## src/rtl/axi_pkg.sv

```systemverilog
// Shared AXI4 encodings and store-master types.
package axi_pkg;

  typedef enum logic [1:0] {
    BurstFixed = 2'b00,
    BurstIncr  = 2'b01,
    BurstWrap  = 2'b10
  } axi_burst_e;

  typedef enum logic [1:0] {
    RespOkay   = 2'b00,
    RespExokay = 2'b01,
    RespSlverr = 2'b10,
    RespDecerr = 2'b11
  } axi_resp_e;

  typedef enum logic [1:0] {
    SizeByte  = 2'd0,
    SizeHalf  = 2'd1,
    SizeWord  = 2'd2,
    SizeDword = 2'd3
  } store_size_e;

  typedef enum logic [1:0] {
    StIdle,
    StSend,
    StResp,
    StDone
  } store_state_e;

  // Low address bits that must be zero for a naturally aligned access of this size.
  function automatic logic [2:0] size_align_mask(store_size_e size);
    unique case (size)
      SizeByte:  size_align_mask = 3'b000;
      SizeHalf:  size_align_mask = 3'b001;
      SizeWord:  size_align_mask = 3'b011;
      SizeDword: size_align_mask = 3'b111;
      default:   size_align_mask = 3'b111;
    endcase
  endfunction

endpackage

```

## src/rtl/axi_wstrb_gen.sv

```systemverilog
// Places right-justified store data onto its byte lanes and builds the write strobe.
module axi_wstrb_gen
  import axi_pkg::*;
(
  input  logic [2:0]  addr_off_i,
  input  store_size_e size_i,
  input  logic [63:0] data_i,
  output logic [63:0] wdata_o,
  output logic [7:0]  wstrb_o,
  output logic        misaligned_o
);

  logic [63:0] data_mask;
  logic [7:0]  strb_base;

  always_comb begin
    data_mask = '0;
    strb_base = '0;
    unique case (size_i)
      SizeByte: begin
        data_mask = 64'h0000_0000_0000_00ff;
        strb_base = 8'h01;
      end
      SizeHalf: begin
        data_mask = 64'h0000_0000_0000_ffff;
        strb_base = 8'h03;
      end
      SizeWord: begin
        data_mask = 64'h0000_0000_ffff_ffff;
        strb_base = 8'h0f;
      end
      SizeDword: begin
        data_mask = 64'hffff_ffff_ffff_ffff;
        strb_base = 8'hff;
      end
      default: begin
        data_mask = '0;
        strb_base = '0;
      end
    endcase
  end

  assign misaligned_o = |(addr_off_i & size_align_mask(size_i));
  // Unused upper bits are cleared before the shift so they never reach the bus.
  assign wdata_o      = (data_i & data_mask) << {addr_off_i, 3'b000};
  assign wstrb_o      = strb_base << addr_off_i;

endmodule

```

## src/rtl/axi_store_master.sv

```systemverilog
// Single-outstanding AXI4 write master for the data-store path: one AW, one W, one B per store.
module axi_store_master
  import axi_pkg::*;
#(
  parameter int unsigned        ID_WIDTH   = 13,
  parameter int unsigned        ADDR_WIDTH = 64,
  parameter int unsigned        DATA_WIDTH = 64,
  parameter int unsigned        STRB_WIDTH = DATA_WIDTH / 8,
  parameter logic [ID_WIDTH-1:0] AXI_ID    = '0
) (
  input  logic                  clk_i,
  input  logic                  rst_ni,

  input  logic                  st_valid_i,
  output logic                  st_ready_o,
  input  logic [ADDR_WIDTH-1:0] st_addr_i,
  input  logic [DATA_WIDTH-1:0] st_data_i,
  input  logic [1:0]            st_size_i,
  output logic                  st_done_o,
  output logic                  st_err_o,

  output logic [ID_WIDTH-1:0]   m_axi_awid_o,
  output logic [ADDR_WIDTH-1:0] m_axi_awaddr_o,
  output logic [7:0]            m_axi_awlen_o,
  output logic [2:0]            m_axi_awsize_o,
  output logic [1:0]            m_axi_awburst_o,
  output logic                  m_axi_awlock_o,
  output logic [3:0]            m_axi_awcache_o,
  output logic [2:0]            m_axi_awprot_o,
  output logic                  m_axi_awvalid_o,
  input  logic                  m_axi_awready_i,

  output logic [DATA_WIDTH-1:0] m_axi_wdata_o,
  output logic [STRB_WIDTH-1:0] m_axi_wstrb_o,
  output logic                  m_axi_wlast_o,
  output logic                  m_axi_wvalid_o,
  input  logic                  m_axi_wready_i,

  input  logic [ID_WIDTH-1:0]   m_axi_bid_i,
  input  logic [1:0]            m_axi_bresp_i,
  input  logic                  m_axi_bvalid_i,
  output logic                  m_axi_bready_o
);

  store_state_e          state_q;
  logic                  st_ready_q;
  logic                  st_done_q;
  logic                  st_err_q;
  logic                  awvalid_q;
  logic                  wvalid_q;
  logic                  bready_q;
  logic [ADDR_WIDTH-1:0] awaddr_q;
  store_size_e           awsize_q;
  logic [DATA_WIDTH-1:0] wdata_q;
  logic [STRB_WIDTH-1:0] wstrb_q;

  logic [63:0] lane_wdata;
  logic [7:0]  lane_wstrb;
  logic        misaligned;
  logic        aw_hs;
  logic        w_hs;
  logic        aw_clear;
  logic        w_clear;

  axi_wstrb_gen u_wstrb_gen (
    .addr_off_i   (st_addr_i[2:0]),
    .size_i       (store_size_e'(st_size_i)),
    .data_i       (st_data_i),
    .wdata_o      (lane_wdata),
    .wstrb_o      (lane_wstrb),
    .misaligned_o (misaligned)
  );

  assign aw_hs    = awvalid_q & m_axi_awready_i;
  assign w_hs     = wvalid_q & m_axi_wready_i;
  // A channel is finished once its valid has dropped or is handshaking this cycle.
  assign aw_clear = ~awvalid_q | m_axi_awready_i;
  assign w_clear  = ~wvalid_q | m_axi_wready_i;

  always_ff @(posedge clk_i or negedge rst_ni) begin
    if (!rst_ni) begin
      state_q    <= StIdle;
      st_ready_q <= 1'b1;
      st_done_q  <= 1'b0;
      st_err_q   <= 1'b0;
      awvalid_q  <= 1'b0;
      wvalid_q   <= 1'b0;
      bready_q   <= 1'b0;
      awaddr_q   <= '0;
      awsize_q   <= SizeByte;
      wdata_q    <= '0;
      wstrb_q    <= '0;
    end else begin
      st_done_q <= 1'b0;
      st_err_q  <= 1'b0;
      unique case (state_q)
        StIdle: begin
          if (st_valid_i) begin
            awaddr_q   <= st_addr_i;
            awsize_q   <= store_size_e'(st_size_i);
            wdata_q    <= lane_wdata;
            wstrb_q    <= lane_wstrb;
            st_ready_q <= 1'b0;
            if (misaligned) begin
              state_q   <= StDone;
              st_done_q <= 1'b1;
              st_err_q  <= 1'b1;
            end else begin
              state_q   <= StSend;
              awvalid_q <= 1'b1;
              wvalid_q  <= 1'b1;
            end
          end
        end
        StSend: begin
          if (aw_hs) awvalid_q <= 1'b0;
          if (w_hs) wvalid_q <= 1'b0;
          if (aw_clear && w_clear) begin
            state_q  <= StResp;
            bready_q <= 1'b1;
          end
        end
        StResp: begin
          if (m_axi_bvalid_i) begin
            state_q   <= StDone;
            bready_q  <= 1'b0;
            st_done_q <= 1'b1;
            st_err_q  <= m_axi_bresp_i[1];
          end
        end
        StDone: begin
          state_q    <= StIdle;
          st_ready_q <= 1'b1;
        end
        default: begin
          state_q    <= StIdle;
          st_ready_q <= 1'b1;
        end
      endcase
    end
  end

  // The B ID is not checked and only bresp[1] distinguishes error responses.
  logic unused_b;
  assign unused_b = ^{m_axi_bid_i, m_axi_bresp_i[0]};

  assign st_ready_o      = st_ready_q;
  assign st_done_o       = st_done_q;
  assign st_err_o        = st_err_q;

  assign m_axi_awid_o    = AXI_ID;
  assign m_axi_awaddr_o  = awaddr_q;
  assign m_axi_awlen_o   = 8'd0;
  assign m_axi_awsize_o  = {1'b0, awsize_q};
  assign m_axi_awburst_o = BurstIncr;
  assign m_axi_awlock_o  = 1'b0;
  assign m_axi_awcache_o = 4'd0;
  assign m_axi_awprot_o  = 3'd0;
  assign m_axi_awvalid_o = awvalid_q;

  assign m_axi_wdata_o   = wdata_q;
  assign m_axi_wstrb_o   = wstrb_q;
  assign m_axi_wlast_o   = 1'b1;
  assign m_axi_wvalid_o  = wvalid_q;

  assign m_axi_bready_o  = bready_q;

endmodule

```

## config.mk

```make
export PLATFORM = sky130hd
export DESIGN_NAME = axi_store_master
export DESIGN_NICKNAME = d
export VERILOG_FILES = /design/src/rtl/axi_pkg.sv /design/src/rtl/axi_wstrb_gen.sv /design/src/rtl/axi_store_master.sv
export SDC_FILE = /design/constraint.sdc
export NUM_CORES = 1
export LEC_CHECK = 0
export CAP_MARGIN = 30
export CORE_UTILIZATION = 26
export CTS_CLUSTER_DIAMETER = 40
export DETAILED_ROUTE_END_ITERATION = 10
export HOLD_SLACK_MARGIN = 0.15
export SLEW_MARGIN = 20
export SYNTH_ARGS = -nofsm -noshare
export SYNTH_HDL_FRONTEND = slang
export SYNTH_SLANG_ARGS = --single-unit
```

## constraint.sdc

```tcl
create_clock -name clk_i -period 1.9 [get_ports clk_i]
set_input_delay 0.38 -clock clk_i [delete_from_list [all_inputs] [get_ports clk_i]]
set_output_delay 0.38 -clock clk_i [all_outputs]
set_load 0.005 [all_outputs]
```

==> results list <==
- Top fanout value on the critical path: 8
* Number of warnings reported in the yosys synthesis log: 0
- At the later pin of the worst-skew pair, clock insertion delay measures 0.42 ns.
- Post-synthesis register bit count: 146
* Worst Setup End Kind: flop
- IR analysis of the VDD net gives a maximum drop of 0.631 mV.
* Buffer count from post-CTS setup fixing: 0
* Die Y: 170 um
* Clock buffer depth: 2
- Slew Limit Headroom: 57.0%
* Critical path type: reg2reg
- Max-cap violations in this run came to 0.
* Most instantiated library cell after synthesis: sky130_fd_sc_hd__nand2_1
* Detailed placer's ending HPWL: 20.0 mm
- After the flow finishes, the layout carries non-filler instances totaling 1,534.
* Clock tree from TritonCTS: built
* Kind of cell adding the most delay to the critical path: simple AND/OR/NAND/NOR gates
* Routed via count: 7,018
- Worst-path cell chain: inv_1, ha_4, nor4bb_2, buf_4, and2_1, buf_12, a22oi_1, o211ai_1
- Combinational cells account for 41.3% of the total power.
- Entering global routing, the biggest net connects 62 pins.
- Sequential fraction of the synthesis area: 49.7%
- Cells fill 42.2% of the core in the end.
- Wire length per cell: 17.2 um
- In this run the horizontal extent of the chip is 170 um.
- IO Count: 328
- In this run the clock root is driven by a sky130_fd_sc_hd__clkbuf_16.
* Worst Hold Class: reg2reg
* First-pass GRT wire length: 39.7 mm
- In this run the cell area of the synthesized design comes to 0.00735 sq mm.
- Iteration-0 DRC Markers: 494
- Average cell area after synthesis: 8.99 sq um
* CP Launch Type: flop
- STA puts the critical path data arrival time at 2.10 ns.
- Flop2flop setup slack: 0.13 ns
- The synthesized design contains 0 enable-type register cells.
- Placed cells: 1,499
- Number of library cell types mapped by synthesis: 53
- In this run the number of H-tree levels came out at 4.
- Highest clock rate: 566 MHz
* Port Buffers: 280
- Slowest cell on the critical path: sky130_fd_sc_hd__dfrtp_1
- WHS Endpoint: m_axi_awaddr_o[50]$_DFFE_PN0P_
* Relative contribution of sequential cells to total power: 33.8%
- Length in cells of the worst reg-to-reg path: 8
- Share of post-route cells with drive strength above 1: 11.7%
* Initial antenna violation count: 2
- After detailed routing, the number of vias per cell comes to 4.57.
- The final-report max-slew violation count came to 0.
- Summed over all layers, the global routing overflow is 0.
* Antenna viol nets, final: 0
* Biggest cell delay along the critical path: 0.42 ns
- The congestion estimate from routability-driven global placement came to 0.886.
* Post-synth top area cell: sky130_fd_sc_hd__dfrtp_1
* FFs w/ async S/R, synth: 100%
- Die footprint: 0.0290 sq mm
- After clock tree synthesis, the clock-pin slew on the worst setup and hold paths is 0.06 ns.
- Relative to the synthesized area, the layout overhead comes to 59.5%.
- For this run, the detailed router's first-pass iteration total came to 5.
- Filler cell count: 2,743
- Most used standard cells in the synthesized netlist: sky130_fd_sc_hd__nand2_1 (272), sky130_fd_sc_hd__dfrtp_1 (145), sky130_fd_sc_hd__o21ai_1 (46)
- The number of global-route vias before repair was 6,764.
- Outcome: finished clean
- Net switching power: 4.84 mW
* Worst flop-to-flop path endpoint: m_axi_wdata_o[33]$_DFFE_PN0P_
- CP required: 2.23 ns
- The tree built by TritonCTS fans out to 146 sinks.
- Summed over all cells, the static leakage comes to 5.33 nW.
* Final Net Count: 1,296
- Final period demand of the worst path: 1.77 ns
* CTS buffer count: 17
- In this run the critical register-to-register path is launched from state_q[1]$_DFFE_PN0P_.
* Switching power as a share of total power: 31.3%
- Combined global-route utilization of all metal layers: 18.1%
* Number of design rule violations left after detail routing: 0
* Power Internal: 10.6 mW
- Of the available clock period, the critical path in the final layout requires 93.0%.
- In this run, the clock network consumes 25.0% of the power.
- In the synthesized netlist the dominant register cell turns out to be sky130_fd_sc_hd__dfrtp_1.
- Clock skew after layout: 0.00802 ns
- Counting instances, the worst hold path has a depth of 2.
- The region available for standard cell placement spans 0.0278 sq mm.
* Initial Utilization: 26.5%
- The worst hold path begins at m_axi_awaddr_o[50]$_DFFE_PN0P_.
- Final hold analysis gives a worst-case slack of 0.469 ns.
- The synthesized design devotes to its leading area cell type 49.3% of total area.
- In the post-synthesis netlist, the biggest area contributors are sky130_fd_sc_hd__dfrtp_1 (49%), sky130_fd_sc_hd__nand2_1 (14%), sky130_fd_sc_hd__mux2i_1 (5.6%), sky130_fd_sc_hd__buf_4 (3.9%), sky130_fd_sc_hd__o21ai_1 (3.1%).
* Worst slew pin tran: 0.643 ns
- The hold violation count in the final report came to 0.
- Setup violations remaining at the end of the flow were counted as 0.
* Buffers and inverters on the worst path: 3
- Gate Count Post-Synth: 818
- Row count: 61
* Power density relative to cell area: 1320 mW/mm^2
- Routed WL: 26.4 mm
logic make-up after synthesis:
| kind of cell | Yosys count | synth area share [%] |
|---|---|---|
| and+or+nand+nor | 349 | 19.8 |
| AOI/OAI and AO/OA | 167 | 15.1 |
| DFF | 146 | 49.7 |
| buffers and inverters | 99 | 7.54 |
| muxes | 51 | 7.11 |
| adders and majority gates | 4 | 0.681 |
| other | 2 | 0.102 |
worst min-delay path, stage by stage, from the launching register on:
cell,delay [ns]
sky130_fd_sc_hd__dfrtp_1,0.34
sky130_fd_sc_hd__nand2_1,0.05
sky130_fd_sc_hd__nand2_1,0.05
final cells by class:
type / instances / area (sq um) / area share [%]
diodes: 2 / 5.00 / 0.0427
clock buffers: 19 / 443 / 3.78
clock inverters: 13 / 224 / 1.91
well taps: 378 / 473 / 4.03
inverters: 7 / 26.3 / 0.224
repair buffers: 365 / 3610 / 30.8
multi-input cells: 604 / 3290 / 28.1
flip-flops and latches: 146 / 3650 / 31.2
layout by cell type, fill, tap and decap left out, types with 10 or more instances in the layout:
| cell | n |
|---|---|
| sky130_fd_sc_hd__mux2i_1 | 41 |
| sky130_fd_sc_hd__nor2_1 | 16 |
| sky130_fd_sc_hd__nand2_1 | 271 |
| sky130_fd_sc_hd__a22o_1 | 24 |
| sky130_fd_sc_hd__buf_4 | 71 |
| sky130_fd_sc_hd__buf_12 | 14 |
| sky130_fd_sc_hd__nor3_1 | 15 |
| sky130_fd_sc_hd__a21oi_1 | 23 |
| sky130_fd_sc_hd__clkdlybuf4s50_1 | 276 |
| sky130_fd_sc_hd__a22oi_1 | 15 |
| sky130_fd_sc_hd__clkbuf_16 | 17 |
| sky130_fd_sc_hd__conb_1 | 33 |
| sky130_fd_sc_hd__o21ai_1 | 46 |
| sky130_fd_sc_hd__a31oi_1 | 10 |
| sky130_fd_sc_hd__dfrtp_1 | 145 |
metal layers:
layer | vias up | track usage [%] | wire length (um)
li1 | 3379 | - | -
met1 | 3364 | 24.4 | 12000
met2 | 249 | 28.2 | 12300
met3 | 26 | 3.81 | 1610
met4 | 0 | 6.66 | 532
met5 | - | 0 | 0
power by group through the flow:
stage          Clock [mW]  Combinational (mW)  Sequential (mW)
6_report             3.85                6.37             5.21
5_1_grt              4.08                6.96             5.40
4_1_cts              3.94                6.46             5.23
3_5_place_dp            0                6.42             5.28
3_3_place_gp            0                6.38             5.23
2_1_floorplan           0                2.15             5.31
worst max-delay path by stage:
stage,startpoint,to,cells past startpoint
after floorplan,state_q[0]$_DFFE_PN0P_,m_axi_wdata_o[62]$_DFFE_PN0P_,8
after global placement,st_valid_i,m_axi_wdata_o[35]$_DFFE_PN0P_,5
after detailed placement,st_valid_i,m_axi_wdata_o[33]$_DFFE_PN0P_,5
after CTS,state_q[1]$_DFFE_PN0P_,m_axi_wdata_o[33]$_DFFE_PN0P_,8
after global routing,state_q[1]$_DFFE_PN0P_,m_axi_wdata_o[34]$_DFFE_PN0P_,8
final,state_q[1]$_DFFE_PN0P_,m_axi_wdata_o[33]$_DFFE_PN0P_,8
state kept, by name, summed over array words and instances (netlist names), 2 cells and up:
name / count
awsize_q: 2
m_axi_wdata_o: 64
m_axi_wstrb_o: 8
state_q: 2
m_axi_awaddr_o: 64
per-stage QoR:
step | setup slack (ns) | area [sq um] | setup TNS [ns] | total power, mW
after floorplan | 0.220 | 7470 | 0 | 7.47
after global placement | -0.230 | 11000 | -3.37 | 11.6
after detailed placement | -0.271 | 11000 | -4.84 | 11.7
after CTS | 0.00650 | 11700 | 0 | 15.6
after global routing | -0.000744 | 11700 | -0.000744 | 16.4
final | 0.133 | 11700 | 0 | 15.4
timing repair:
item                       CTS  global route
gates resized for setup      1             4
hold endpoints to repair    43             0
setup endpoints to repair    8            18
pin swaps                    0             0
gates cloned                 0             0
hold buffers                 1             0
Note: power is estimated with default switching activity, not from simulation.
